`src/rtl/gb_line_doubler.sv`:
```
// Ping-pong line buffer that captures 160-pixel Game Boy scanlines and replays each one
// as a valid/ready stream, repeated H_SCALE times per pixel and V_SCALE times per line.
module gb_line_doubler #(
   parameter int unsigned LINE_W  = 160,
   parameter int unsigned H_SCALE = 2,
   parameter int unsigned V_SCALE = 2
) (
   input  logic       clock,
   input  logic       reset,
   input  logic [1:0] pixel_data,
   input  logic [7:0] pixel_count,
   input  logic [7:0] line_count,
   input  logic       pixel_we,
   output logic [1:0] out_pixel,
   output logic       out_valid,
   input  logic       out_ready,
   output logic       out_sol,
   output logic       out_eol,
   output logic       out_sof,
   output logic [7:0] out_line,
   output logic       overflow,
   output logic [7:0] drop_cnt
);

   localparam logic [7:0] LastPix = 8'(LINE_W - 1);
   localparam logic [1:0] HLast   = 2'(H_SCALE - 1);
   localparam logic [1:0] VLast   = 2'(V_SCALE - 1);

   typedef enum logic [0:0] {StIdle, StEmit} state_e;

   state_e     state_q, state_d;
   logic [1:0] full_q, full_d;
   logic [7:0] line_q [0:1];
   logic       wr_bank_q;
   logic       rd_bank_q, rd_bank_d;
   logic       active_q;
   logic [7:0] x_q, x_d;
   logic [1:0] rh_q, rh_d;
   logic [1:0] rv_q, rv_d;
   logic       vld_q, vld_d;
   logic       overflow_q;
   logic [7:0] drop_cnt_q;
   logic [1:0] pix_q;
   logic [1:0] mem [0:1][0:LINE_W-1];

   logic in_range, start, wr_full, do_write, complete, drop, release_bank;

   // Read side: counters always describe the beat currently presented (or about to be).
   always_comb begin
      state_d      = state_q;
      x_d          = x_q;
      rh_d         = rh_q;
      rv_d         = rv_q;
      vld_d        = vld_q;
      rd_bank_d    = rd_bank_q;
      release_bank = 1'b0;
      unique case (state_q)
         StIdle: begin
            if (full_q[rd_bank_q]) begin
               state_d = StEmit;
               x_d     = 8'd0;
               rh_d    = 2'd0;
               rv_d    = 2'd0;
            end
         end
         StEmit: begin
            if (!vld_q) begin
               vld_d = 1'b1;
            end else if (out_ready) begin
               if (rh_q != HLast) begin
                  rh_d = rh_q + 2'd1;
               end else begin
                  rh_d = 2'd0;
                  if (x_q != LastPix) begin
                     x_d = x_q + 8'd1;
                  end else begin
                     x_d = 8'd0;
                     if (rv_q != VLast) begin
                        rv_d = rv_q + 2'd1;
                     end else begin
                        rv_d         = 2'd0;
                        release_bank = 1'b1;
                        rd_bank_d    = ~rd_bank_q;
                        if (!full_q[~rd_bank_q]) begin
                           state_d = StIdle;
                           vld_d   = 1'b0;
                        end
                     end
                  end
               end
            end
         end
         default: state_d = StIdle;
      endcase
   end

   // A bank released this cycle is already free for a new line start.
   always_comb begin
      in_range = pixel_we && (pixel_count <= LastPix);
      start    = in_range && (pixel_count == 8'd0);
      wr_full  = full_q[wr_bank_q] && !(release_bank && (rd_bank_q == wr_bank_q));
      do_write = in_range && (start ? !wr_full : active_q);
      complete = do_write && (pixel_count == LastPix);
      drop     = start && wr_full;
   end

   always_comb begin
      full_d = full_q;
      if (release_bank) full_d[rd_bank_q] = 1'b0;
      if (complete)     full_d[wr_bank_q] = 1'b1;
   end

   always_ff @(posedge clock or posedge reset) begin
      if (reset) begin
         state_q    <= StIdle;
         full_q     <= 2'b00;
         line_q[0]  <= 8'd0;
         line_q[1]  <= 8'd0;
         wr_bank_q  <= 1'b0;
         rd_bank_q  <= 1'b0;
         active_q   <= 1'b0;
         x_q        <= 8'd0;
         rh_q       <= 2'd0;
         rv_q       <= 2'd0;
         vld_q      <= 1'b0;
         overflow_q <= 1'b0;
         drop_cnt_q <= 8'd0;
      end else begin
         state_q   <= state_d;
         full_q    <= full_d;
         rd_bank_q <= rd_bank_d;
         x_q       <= x_d;
         rh_q      <= rh_d;
         rv_q      <= rv_d;
         vld_q     <= vld_d;
         wr_bank_q <= wr_bank_q ^ complete;
         if (start) begin
            active_q <= !wr_full;
         end else if (complete) begin
            active_q <= 1'b0;
         end
         if (complete) line_q[wr_bank_q] <= line_count;
         if (drop) begin
            overflow_q <= 1'b1;
            if (drop_cnt_q != 8'hff) drop_cnt_q <= drop_cnt_q + 8'd1;
         end
      end
   end

   // Read address follows the next-state beat, so a stalled beat re-reads the same word.
   always_ff @(posedge clock) begin
      if (do_write) mem[wr_bank_q][pixel_count] <= pixel_data;
      pix_q <= mem[rd_bank_d][x_d];
   end

   assign out_valid = vld_q;
   assign out_pixel = vld_q ? pix_q : 2'd0;
   assign out_line  = vld_q ? line_q[rd_bank_q] : 8'd0;
   assign out_sol   = vld_q && (x_q == 8'd0) && (rh_q == 2'd0);
   assign out_eol   = vld_q && (x_q == LastPix) && (rh_q == HLast);
   assign out_sof   = out_sol && (rv_q == 2'd0) && (line_q[rd_bank_q] == 8'd0);
   assign overflow  = overflow_q;
   assign drop_cnt  = drop_cnt_q;

endmodule

```
`config.mk`:
```
export PLATFORM = sky130hd
export DESIGN_NAME = gb_line_doubler
export DESIGN_NICKNAME = d
export VERILOG_FILES = /design/src/rtl/gb_line_doubler.sv
export SDC_FILE = /design/constraint.sdc
export NUM_CORES = 1
export LEC_CHECK = 0
export ABC_AREA = 0
export ABC_CLOCK_PERIOD_IN_PS = 3300
export CAP_MARGIN = 20
export CORE_UTILIZATION = 35
export DETAILED_ROUTE_END_ITERATION = 6
export PLACE_DENSITY = 0.52
export SETUP_SLACK_MARGIN = 0.5
export SYNTH_ARGS = -nofsm -noshare
export SYNTH_HDL_FRONTEND = slang
export SYNTH_SLANG_ARGS = --single-unit
```
`constraint.sdc`:
```
create_clock -name clock -period 3.3 [get_ports clock]
set_clock_uncertainty 0.15 [all_clocks]
set_input_delay 0.66 -clock clock [delete_from_list [all_inputs] [get_ports clock]]
set_output_delay 0.66 -clock clock [all_outputs]
set_load 0.02 [all_outputs]
```
==> results by group <==
Cells and area
  – Fillers: a little over 7,000
  – Net count, final: 2,558
  – Ant diodes: 0
  – Area growth, synth to finish: 34.4%
  – Share of cells above drive strength 1: about a third
  – Cell area after layout: roughly 39,000 µm²

Worst setup path
  – Crit path launch: x_q[1]
  – Reg2reg start: x_q[1]
  – Arrival time at the worst endpoint: roughly 4.0 ns
  – CP Max Fanout: 5
  – Required time worst endpoint: between 3 and 4 ns
  – WS Path Type: reg -> reg
  – CP Launch Type: flip-flop
  – Crit end category: flip-flop
  – R2r setup slk: -0.42 ns

Synth
  – Synth Register Bits: 686
  – Top-area cell type share of the netlist area: about two thirds
  – EDFF count, synth: between 600 and 700
  – Mapped Cells: approximately 2,200
  – Post-synth top flop: edfxtp_1
  – Post-synthesis sequential area ratio: between 70 and 80%
  – Synth Cell Area: 29,000 µm²
  – Net Count, Synth: around 2,200
  – Area contributors post-synth: edfxtp_1 66%, nand2_1 5.0%, mux4_2 4.8%
  – Post-synthesis area per instance: ~13 µm²
  – Synth Warn #: 0
  – Async set or reset register ratio after synthesis: 6.41%
  – Unique masters post-synth: 74
  – Top cell type by total area after synthesis: edfxtp_1

Die
  – Die H: 290 µm
  – Ports: 45
  – Die ar.: around 84,000 µm²
  – Core area: ~80,000 µm²
  – FP Rows: approximately 110
  – Initial Util: a little over a third
  – Die span in x: roughly 290 µm

STA
  – Minimum clock period: 3.72 ns
  – Slew @ Worst Pin: 0.773 ns
  – Final hold viol count: 0
  – Worst Slack Setup Final: -0.416 ns
  – Max Transition Viols Final: 0
  – Fmax: 0.269 GHz
  – Period utilization: 113%
  – Worst rel slew slack: between 40% and 50%
  – RSZ-0062 raised after global routing: true
  – Setup_tns: -0.952 ns
  – # setup viols final: 3

GRT
  – GR Layer Usage met3: about 4.1%
  – Number of global-route vias before repair: between 20,000 and 25,000
  – Antenna violations before repair: 1
  – Met1 Track Usage GR: 28.7%
  – Busiest layer in global routing: met2
  – Global route overflow: 0
  – GR Util All Layers: around a fifth
  – First-pass GRT wire length: approximately 130,000 µm
  – Largest net degree at the start of global routing: 89
  – Met2 Use GR: between 30% and 40%

Routing
  – Antenna Nets Post-Route: 0
  – Number of DRC markers in iteration 0: around 1,800
  – # DRC: 0
  – Vias after detailed routing: roughly 20,000
  – Drt pass-1 iters: 5
  – Wire per inst: between 20 and 25 µm
  – Vias per inst: ~5.4
  – DRT Wirelength: 90,400 µm

Power and ir drop
  – Overall power: ~25 mW
  – Lkg Pwr: between 10 and 15 nW
  – Worst vdd rail ir drop: ~0.00050 V
  – Power Dens Cells: between 600 and 700 nW/µm²

CTS
  – CTS clk-pin slew, worst paths: roughly 0.06 ns
  – Worst-skew pair later-pin latency: around 0.62 ns
  – TritonCTS clock tree: done
  – Clock root buffer: clkbuf_16
  – Hold_buf cts: 0
  – Clock tree buffer depth: 3
  – Clock sinks: about 690
  – Deepest level of the CTS H-tree: 3
  – CTS Buf Count: 73

Place
  – Port Buf Inserts: 44
  – GP Congestion: about 0.85
  – DP Area: approximately 33,000 µm²
  – Hpwl dp: roughly 58,000 µm

Run status
  – Violations in the final reports: negative setup slack
  – Status: complete, but fails checks

Flow run
  – Maxcap violations: 0

Worst hold path
  – HP Class: in -> async
-- area by class of cell --
class                           instances  area, µm²  share of cell area (%)
Clock buffer                           92       1990                    5.10
Clock inverter                         39        380                   0.975
Inverter                               14       62.6                   0.160
Multi-Input combinational cell       1359      10600                    27.1
Sequential cell                       686      20400                    52.2
Tap cell                             1070       1340                    3.43
Timing Repair Buffer                  397       4330                    11.1
-- Yosys cell counts (all sizes together), types with 18 or more instances --
cell type	instances
edfxtp	640
nand2	388
nor2	357
nand3	206
clkbuf	86
mux4	65
buf	56
mux2i	45
dfrtp	44
nand4	26
a21oi	24
a31oi	20
mux2	20
and3	19
o21ai	18
-- cell families (layout without fill, tap and decap cells) --
group / after synthesis / in the layout / share of synthesized area [%]
simple gates: 1075 / 1075 / 16.2
xor+xnor: 10 / 10 / 0.302
flops: 686 / 686 / 70.2
compound gates: 139 / 139 / 3.39
mux: 130 / 130 / 7.41
fa+ha+maj: 5 / 5 / 0.216
buf+inv: 156 / 542 / 2.34
-- critical path, stage by stage, from the launching register on --
cell and delay [ns]:
dfrtp_1 0.42, ha_4 0.17, nand3_4 0.09, nor4_4 0.27, buf_4 0.18, xnor2_4 0.23
buf_12 0.18, buf_16 0.12, buf_8 0.11, mux4_2 0.48, a22o_1 0.22, a221oi_4 0.27
nor3_2 0.08, o41ai_2 0.36, buf_4 0.17, nand4_1 0.07
-- flip-flops by register name, summed over array words and instances, names as in the netlist --
signal / flops
mem: 640
line_q: 16
drop_cnt: 8
x_q: 8
full_q: 2
pix_q: 2
rh_q: 2
rv_q: 2
active_q: 1
out_valid: 1
overflow: 1
rd_bank_q: 1
state_q: 1
wr_bank_q: 1
-- metal layers --
metal	vias up	wire, µm
met4	2	3080
met2	610	43200
met3	162	6160
met1	10108	37900
li1	8853	-
met5	-	12
-- path summary, 6_finish.rpt --
check / endpoint / depth (start not counted)
max: pix_q[0] / 15
min: line_q[11] / 2
max reg2reg: pix_q[0] / 15
min reg2reg: overflow / 1
max in group asynchronous: x_q[0] / 3
min in group clock: overflow / 1
-- through the flow --
step	hold slack, ns	utilization (%)	setup WS (ns)	std cells
final	0.121	47.5	-0.416	3657
after CTS	0.345	46.0	-0.448	3640
after floorplan	0.345	-	-0.0368	2201
after global routing	0.118	47.5	-0.536	3657
after detailed placement	0.338	40.7	-1.13	3473
after global placement	0.329	40.7	-1.06	3473
-- placed cells by master, fill, tap and decap left out, types with 15 or more instances in the layout --
cell             count
clkbuf_16           80
and3_1              18
nor2_4             256
mux4_2              62
buf_12              58
mux2i_1             45
buf_4              243
mux2_4              17
nand2_1            386
a21oi_1             23
buf_6               33
nor2_2              28
clkdlybuf4s50_1     30
a31oi_1             19
edfxtp_1           640
nor2_1              73
o21ai_0             17
nand3_4             18
nor2b_1             15
clkinv_2            20
nand4_1             25
dfrtp_1             43
nand3_1            187
-- power breakdown --
part | switching [mW] | internal, mW | total [mW]
clock | 3.37 | 4.82 | 8.20
combinational | 4.27 | 2.80 | 7.08
sequential | 0.0669 | 9.57 | 9.64
-- repair_timing --
| item | 4_1_cts | 5_1_grt |
|---|---|---|
| resized for setup | 393 | 252 |
| pin swaps | 67 | 71 |
| setup buffers | 22 | 10 |
| endpoints found under the setup margin | 667 | 678 |
| cloned | 14 | 6 |
(Power assumes the default switching activity.)
